===== src/rtl/reg6_pkg.sv =====
// Shared definitions for the reg6_cnt loadable up/down register.
// Contents:
//   DEFAULT_WIDTH - default register width in bits
//   op_e          - one operation per clock edge: hold, load, increment, decrement
//   decode_op     - turns the raw set/inc/dec request levels into one op_e value
package reg6_pkg;

    localparam int DEFAULT_WIDTH = 6;

    typedef enum logic [1:0] {
        OP_HOLD = 2'd0,
        OP_LOAD = 2'd1,
        OP_INC  = 2'd2,
        OP_DEC  = 2'd3
    } op_e;

    // set wins over everything. inc and dec asserted together cancel to a hold.
    function automatic op_e decode_op(input logic set, input logic inc, input logic dec);
        op_e op;
        if (set)
            op = OP_LOAD;
        else if (inc && !dec)
            op = OP_INC;
        else if (dec && !inc)
            op = OP_DEC;
        else
            op = OP_HOLD;
        return op;
    endfunction

endpackage


===== src/rtl/reg6_cnt_if.sv =====
// Request/status bundle for reg6_cnt.
//   set, D, inc, dec : requests from the controlling logic (master -> slave)
//   Q                : registered register value (slave -> master)
//   is_zero, is_max  : flags derived from Q only (slave -> master)
//   wrap             : registered one-cycle overflow/underflow pulse (slave -> master)
interface reg6_cnt_if
    import reg6_pkg::*;
#(
    parameter int WIDTH = DEFAULT_WIDTH
) ();

    logic             set;
    logic [WIDTH-1:0] D;
    logic             inc;
    logic             dec;
    logic [WIDTH-1:0] Q;
    logic             is_zero;
    logic             is_max;
    logic             wrap;

    modport master (
        output set, D, inc, dec,
        input  Q, is_zero, is_max, wrap
    );

    modport slave (
        input  set, D, inc, dec,
        output Q, is_zero, is_max, wrap
    );

endinterface


===== src/rtl/reg6_next.sv =====
// Combinational next-value and wrap computation for reg6_cnt.
// Ports:
//   op        - decoded operation for this edge
//   q         - current register value
//   d         - parallel load data
//   q_next    - value the register takes on the next edge
//   wrap_next - 1 when this update overflows or underflows in wrap mode
module reg6_next
    import reg6_pkg::*;
#(
    parameter int WIDTH    = DEFAULT_WIDTH,
    parameter bit SATURATE = 1'b0
) (
    input  op_e              op,
    input  logic [WIDTH-1:0] q,
    input  logic [WIDTH-1:0] d,
    output logic [WIDTH-1:0] q_next,
    output logic             wrap_next
);

    localparam logic [WIDTH-1:0] MAX_VAL = {WIDTH{1'b1}};

    always_comb begin
        q_next    = q;
        wrap_next = 1'b0;
        case (op)
            OP_LOAD: q_next = d;
            OP_INC: begin
                if (q == MAX_VAL) begin
                    // Clamp mode leaves q at the maximum and reports no wrap.
                    if (!SATURATE) begin
                        q_next    = '0;
                        wrap_next = 1'b1;
                    end
                end else begin
                    q_next = q + WIDTH'(1);
                end
            end
            OP_DEC: begin
                if (q == '0) begin
                    if (!SATURATE) begin
                        q_next    = MAX_VAL;
                        wrap_next = 1'b1;
                    end
                end else begin
                    q_next = q - WIDTH'(1);
                end
            end
            default: begin
                q_next    = q;
                wrap_next = 1'b0;
            end
        endcase
    end

endmodule


===== src/rtl/reg6_cnt.sv =====
// Loadable up/down register for small pointers in the memory subsystem.
// Each clock edge performs one of load, increment, decrement or hold.
// Priority is set, then inc, then dec. inc and dec together hold the value.
// Ports:
//   clk - rising-edge clock
//   rst - asynchronous active-high reset; Q = RESET_VAL and wrap = 0 while it is high
//   bus - slave side of reg6_cnt_if (set/D/inc/dec in, Q/is_zero/is_max/wrap out)
// Parameters:
//   WIDTH     - register width in bits
//   RESET_VAL - value Q takes during reset
//   SATURATE  - 0 wraps modulo 2^WIDTH; 1 clamps at 0 and at 2^WIDTH-1
module reg6_cnt
    import reg6_pkg::*;
#(
    parameter int               WIDTH     = DEFAULT_WIDTH,
    parameter logic [WIDTH-1:0] RESET_VAL = '0,
    parameter bit               SATURATE  = 1'b0
) (
    input  logic       clk,
    input  logic       rst,
    reg6_cnt_if.slave  bus
);

    logic [WIDTH-1:0] q_reg;
    logic [WIDTH-1:0] q_next;
    logic             wrap_reg;
    logic             wrap_next;
    op_e              op;

    assign op = decode_op(bus.set, bus.inc, bus.dec);

    reg6_next #(
        .WIDTH    (WIDTH),
        .SATURATE (SATURATE)
    ) u_next (
        .op        (op),
        .q         (q_reg),
        .d         (bus.D),
        .q_next    (q_next),
        .wrap_next (wrap_next)
    );

    // wrap_next is 0 for every operation except a wrapping inc or dec.
    // Because of that, wrap_reg clears on loads and holds without extra logic.
    always_ff @(posedge clk or posedge rst) begin
        if (rst) begin
            q_reg    <= RESET_VAL;
            wrap_reg <= 1'b0;
        end else begin
            q_reg    <= q_next;
            wrap_reg <= wrap_next;
        end
    end

    // The flags depend only on the register, so no input reaches an output
    // through a combinational path.
    assign bus.Q       = q_reg;
    assign bus.wrap    = wrap_reg;
    assign bus.is_zero = (q_reg == '0);
    assign bus.is_max  = &q_reg;

endmodule


===== src/flat_wrapper.sv =====
// flat-port wrapper written by rule: the top's interface ports become plain ports
module reg6_cnt_flat import reg6_pkg::*;
#(
    parameter int               WIDTH     = DEFAULT_WIDTH,
    parameter logic [WIDTH-1:0] RESET_VAL = '0,
    parameter bit               SATURATE  = 1'b0
)
  (clk, rst, bus_set, bus_D, bus_inc, bus_dec, bus_Q, bus_is_zero, bus_is_max, bus_wrap);
  reg6_cnt_if #(.WIDTH(WIDTH)) bus_i ();
  input  logic clk;
  input  logic rst;
  input wire logic [$bits(bus_i.set)-1:0] bus_set;
  input wire logic [$bits(bus_i.D)-1:0] bus_D;
  input wire logic [$bits(bus_i.inc)-1:0] bus_inc;
  input wire logic [$bits(bus_i.dec)-1:0] bus_dec;
  output wire logic [$bits(bus_i.Q)-1:0] bus_Q;
  output wire logic [$bits(bus_i.is_zero)-1:0] bus_is_zero;
  output wire logic [$bits(bus_i.is_max)-1:0] bus_is_max;
  output wire logic [$bits(bus_i.wrap)-1:0] bus_wrap;
  assign bus_i.set = bus_set;
  assign bus_i.D = bus_D;
  assign bus_i.inc = bus_inc;
  assign bus_i.dec = bus_dec;
  assign bus_Q = bus_i.Q;
  assign bus_is_zero = bus_i.is_zero;
  assign bus_is_max = bus_i.is_max;
  assign bus_wrap = bus_i.wrap;
  reg6_cnt #(.WIDTH(WIDTH), .RESET_VAL(RESET_VAL), .SATURATE(SATURATE)) u_core (.clk(clk), .rst(rst), .bus(bus_i));
endmodule

===== config.mk =====
export PLATFORM = sky130hd
export DESIGN_NAME = reg6_cnt_flat
export DESIGN_NICKNAME = d
export VERILOG_FILES = /design/src/rtl/reg6_pkg.sv /design/src/rtl/reg6_cnt_if.sv /design/src/rtl/reg6_next.sv /design/src/rtl/reg6_cnt.sv /design/src/flat_wrapper.sv
export SDC_FILE = /design/constraint.sdc
export NUM_CORES = 1
export LEC_CHECK = 0
export ABC_AREA = 1
export CAP_MARGIN = 15
export CORE_AREA = 2 2 39 41
export CTS_CLUSTER_DIAMETER = 40
export CTS_CLUSTER_SIZE = 25
export DETAILED_ROUTE_END_ITERATION = 8
export DIE_AREA = 0 0 41 43
export DONT_BUFFER_PORTS = 1
export PLACE_DENSITY = 0.7
export SETUP_SLACK_MARGIN = 0.15
export SLEW_MARGIN = 20
export SYNTH_ARGS = -nofsm -noshare
export SYNTH_HDL_FRONTEND = slang
export SYNTH_SLANG_ARGS = --single-unit

===== constraint.sdc =====
create_clock -name clk -period 2.35 [get_ports clk]
set_clock_uncertainty 0.1 [all_clocks]
set_input_delay 0.5875 -clock clk [delete_from_list [all_inputs] [get_ports clk]]
set_output_delay 0.5875 -clock clk [all_outputs]
set_load 0.05 [all_outputs]

# --- After elaboration in Yosys (flattened, before gate mapping) ---
# Index checks and enable logic that the tools add are counted.
op_classes:
  reduce_logical: 7
  add_sub_neg: 2
  eq_ne: 4
  muxes: 9
ops:
  columns: ["cell", "count"]
  rows:
  - ["$pmux 6 s3", 1]
  - ["$mux 6", 2]
  - ["$add 6x1->6 const B", 1]
  - ["$eq 6x6->1 const B", 1]
  - ["$logic_not 6->1", 1]
  - ["$mux 2", 3]
  - ["$reduce_and 6->1", 1]
  - ["$sub 6x1->6 const B", 1]
  - ["$eq 2x2->1 const B", 2]
  - ["$reduce_bool 3->1", 1]
  - ["$eq 2x1->1 const B", 1]
  - ["$logic_and 1x1->1", 2]
  - ["$logic_not 1->1", 2]
  - ["$mux 1", 2]
  - ["$pmux 1 s2", 1]
word_totals:
  reg_bits: 7
  out_inout_bits: 9
  word_cells: 24
  in_bits: 11

# --- Depth between registers and ports, before layout ---
depth:
  ltp_word: 7
  depth_mapped: 10
  mapped_depth_nobuf: 10

# --- By module ---
# Synthesis repeated with hierarchy kept, for this count alone.
unflattened:
  cells_unflattened: 104
  hier_area_um2: 694.4
by_module_without_submodules:
  columns: ["module", "cells_each", "area_per_inst_um2", "n_inst", "seq_area_each_um2"]
  rows:
  - ["reg6_next", 80, 441.7, 1, 0.0]
  - ["reg6_cnt", 24, 252.7, 1, 175.2]

# --- Worst setup path after synthesis ---
# No wires, ideal clock.
synth_timing:
  path_type: "register to output"
  from: "register u_core.q_reg[0] (netlist: u_core.bus.Q[0])"
  to: "output bus_is_zero"
  t_required_ns: 1.662
  t_arrival_ns: 1.634
  stages_incl_launch_ff: 7
  path_buffers: 0
  slack_ns: 0.028
  cell_sequence: "dfrtp_1 -> inv_1 -> ha_1 -> inv_1 -> nor2_1 -> nand3_4 -> inv_1"
synth_between:
  elab_chain_len: 1
synth_lines:
  columns: ["item", "line_no", "source"]
  rows:
  - ["from (decl)", "reg6_cnt.sv:24", "logic [WIDTH-1:0] q_reg;"]
  - ["from (signal assigned)", "reg6_cnt.sv:50", "q_reg <= q_next;"]
  - ["$logic_not 6->1", "reg6_cnt.sv:59", "assign bus.is_zero = (q_reg == '0);"]
  - ["to (decl)", "flat_wrapper.sv:17", "output wire logic [$bits(bus_i.is_zero)-1:0] bus_is_zero;"]
# No other way between the ends.

# --- Worst setup path after layout ---
# Ends and elaborated chain as after synthesis.

==> results_dict.tcl <==
set metrics [dict create \
    wl_per_cell_um 13.1 \
    stdcell_area_um2 881 \
    insertion_delay_ns 0.25 \
    drtIter0Drc 22 \
    worst-setup-path-type "reg -> out" \
    yosysTopAreaCellShare_pct 22.8 \
    syn_to_final_growth_pct 14.7 \
    period_needed_ns 2.12 \
    synth.avg_cell_area_um2 7.18 \
    yosysSeqAreaShare_pct 22.8 \
    stdcell_count 133 \
    ios 20 \
    synth_edf_count 0 \
    drcViolationCount 0 \
    clk_pin_slew_ns 0.05 \
    postPlaceCellArea_um2 817 \
    cts_buffer_depth 2 \
    first_global_vias 676 \
    required_ns 1.66 \
    drt_pass1_iterations 4 \
    ir_drop_mv 0.542 \
    drtAntennaViolNets 0 \
    core_mm2 0.00138 \
    place_hpwl_mm 1.42 \
    startpoint_type "flip-flop" \
    r2r_end "u_core.bus.Q[5]$_DFFE_PP0P_" \
    h-tree-depth 1 \
    worst_pin_slew_ns 0.443 \
    vias_per_cell 5.51 \
    antenna_found_initial 0 \
    finalSetupTns_ns 0 \
    grt_max_degree 10 \
    ys_ff_latch 7 \
    slew_headroom_pct 70.5 \
    portBuffers 0 \
    row_count 14 \
    critPathMaxFanout 7 \
    reg2reg_slack_ns 0.65 \
    hold_path.class "in -> async" \
    vias 733 \
    synth_ff_type "dfrtp_1" \
    status "complete, no violations" \
    leakage_uw 0.000404 \
    maxCapViolCount 0 \
    cts_buffers 3 \
    largest_reg_flops 6 \
    yosysUniqueCellTypes 23 \
    cts_tree "yes" \
    final-setup-viol-count 0 \
    r2r_cells 9 \
    grt_util_met1_pct 28.8 \
    rsz0062_at_grt "no" \
    final_max_slew_viol_count 0 \
    syn-num-nets 122 \
    use_met3_pct 6.28 \
    final_layout_size_suffix_gt1_share_pct 32.5 \
    cp-end-kind "output pin" \
    timing.fmax_ghz 0.471 \
    diodes 0 \
    yosysMostFrequentCell "nand2_1" \
    cp.arrival_ns 1.44 \
    synthArstFlopShare_pct 100 \
    grt_pass1_wl_mm 2.71 \
    synth_common_cells "nand2_1 (22), inv_1 (14), nor2_1 (13)" \
    synth_cells 107 \
    dieHeight_um 43 \
    yosysTopAreaCell "dfrtp_1" \
    period_share_pct 90.4 \
    start_util_pct 55.5 \
    grt_util_met2_pct 38.1 \
    fin_nets 133 \
    grtUsageTotal_pct 23.0 \
    grt_remaining_overflow 0 \
    power_uw 579 \
    hold_violations 0 \
    globalplace.congestion 0.891 \
    dieArea_mm2 0.00176 \
    synth_warnings 0 \
    grt_busiest_layer "met2" \
    drt_wl_total_mm 1.74 \
    rr_startpoint "u_core.bus.Q[0]$_DFFE_PP0P_" \
    dp_cells 127 \
    netlist_top_cells_area "dfrtp_1 (23%), nand2_1 (11%), nor2_4 (10%), inv_1 (6.8%), ha_1 (6.5%)" \
    syn_area_um2 768 \
    clock_tree.root_cell "clkbuf_4" \
    die_x_um 41 \
    pre_cts_ws_ns 0.372 \
    fin_ws_ns 0.226 \
    clock_sinks 7 \
    powerDensity_mw_per_mm2 657 \
]
## cells in the final DEF, fill, tap and decap left out
master and instances:
nand3_2 2, o2111ai_1 1, ha_4 1, nand3_4 2, o21ai_1 2, nor2_4 7
nand4_1 3, dfrtp_1 5, nand2_1 22, nand2_2 2, nor2_2 3, clkbuf_4 3
nand2_4 1, nor2_1 12, xor2_1 1, clkbuf_1 1, o21ai_0 4, dfrtp_2 2
inv_1 11, ha_1 3, buf_4 7, o21a_1 1, a21oi_1 3, xnor2_1 1
buf_8 1, nand3_1 9, clkinvlp_4 1, a22oi_2 1, inv_2 5
## logic make-up after synthesis
family,after synthesis,share of synthesized area (%)
buffers and inverters,19,11.2
xor gates and xnor gates,2,2.28
DFF,7,22.8
adders and majority gates,4,6.51
and+or+nand+nor,63,47.6
AOI/OAI and AO/OA,12,9.61
## how the worst max path moves through the flow
stage	from	to	slack, ns	depth (start not counted)
after global placement	u_core.bus.Q[0]$_DFFE_PP0P_	bus_is_max	0.39	4
final	u_core.bus.Q[0]$_DFFE_PP0P_	bus_is_zero	0.23	6
after global routing	u_core.bus.Q[0]$_DFFE_PP0P_	bus_is_zero	0.18	6
after floorplan	u_core.bus.Q[0]$_DFFE_PP0P_	bus_is_zero	0.26	6
after detailed placement	u_core.bus.Q[0]$_DFFE_PP0P_	bus_is_max	0.37	4
after CTS	u_core.bus.Q[0]$_DFFE_PP0P_	bus_is_max	0.15	4
## worst max-delay path, stage by stage (launching register included)
cell and delay, ns:
dfrtp_2 0.42, inv_2 0.11, ha_1 0.15, inv_1 0.05, nor2_2 0.14, nand3_4 0.11, clkinvlp_4 0.21
## layout make-up
cell class                 instances  area (um^2)
multi-input combinational         81          522
fill                             133          503
clock buffer                       4         26.3
sequential                         7          178
timing repair buffer               8         67.6
inverter                          17         67.6
tap                               16         20.0
## stage by stage
stage / util (%) / hold slack (ns)
6_report: 63.7 / 0.0456
5_1_grt: 63.7 / 0.0579
4_1_cts: 61.6 / 0.0484
3_5_place_dp: 59.0 / 0.315
3_3_place_gp: 59.0 / 0.311
2_1_floorplan: - / 0.291
## repair_timing
action | in CTS | in global routing
setup endpoints to repair | 2 | 2
gates resized for setup | 4 | 3
hold buffers | 0 | 0
setup buffers | 0 | 2
pin swaps | 1 | 1
## power breakdown
group / internal (uW) / total [uW] / switching (uW) / leakage [uW]
logic: 95.9 / 307 / 211 / 0.000307
clock network: 64.6 / 106 / 41.2 / 0.0000150
registers: 139 / 166 / 26.5 / 0.0000820
## routing by layer
layer	share of wire, %	up-vias	routed length (um)
met5	0	-	0
met3	7.7	0	134
met4	0	0	0
li1	-	361	-
met1	40	340	694
met2	52	32	911
No activity file was read; power rests on OpenSTA's default activity.
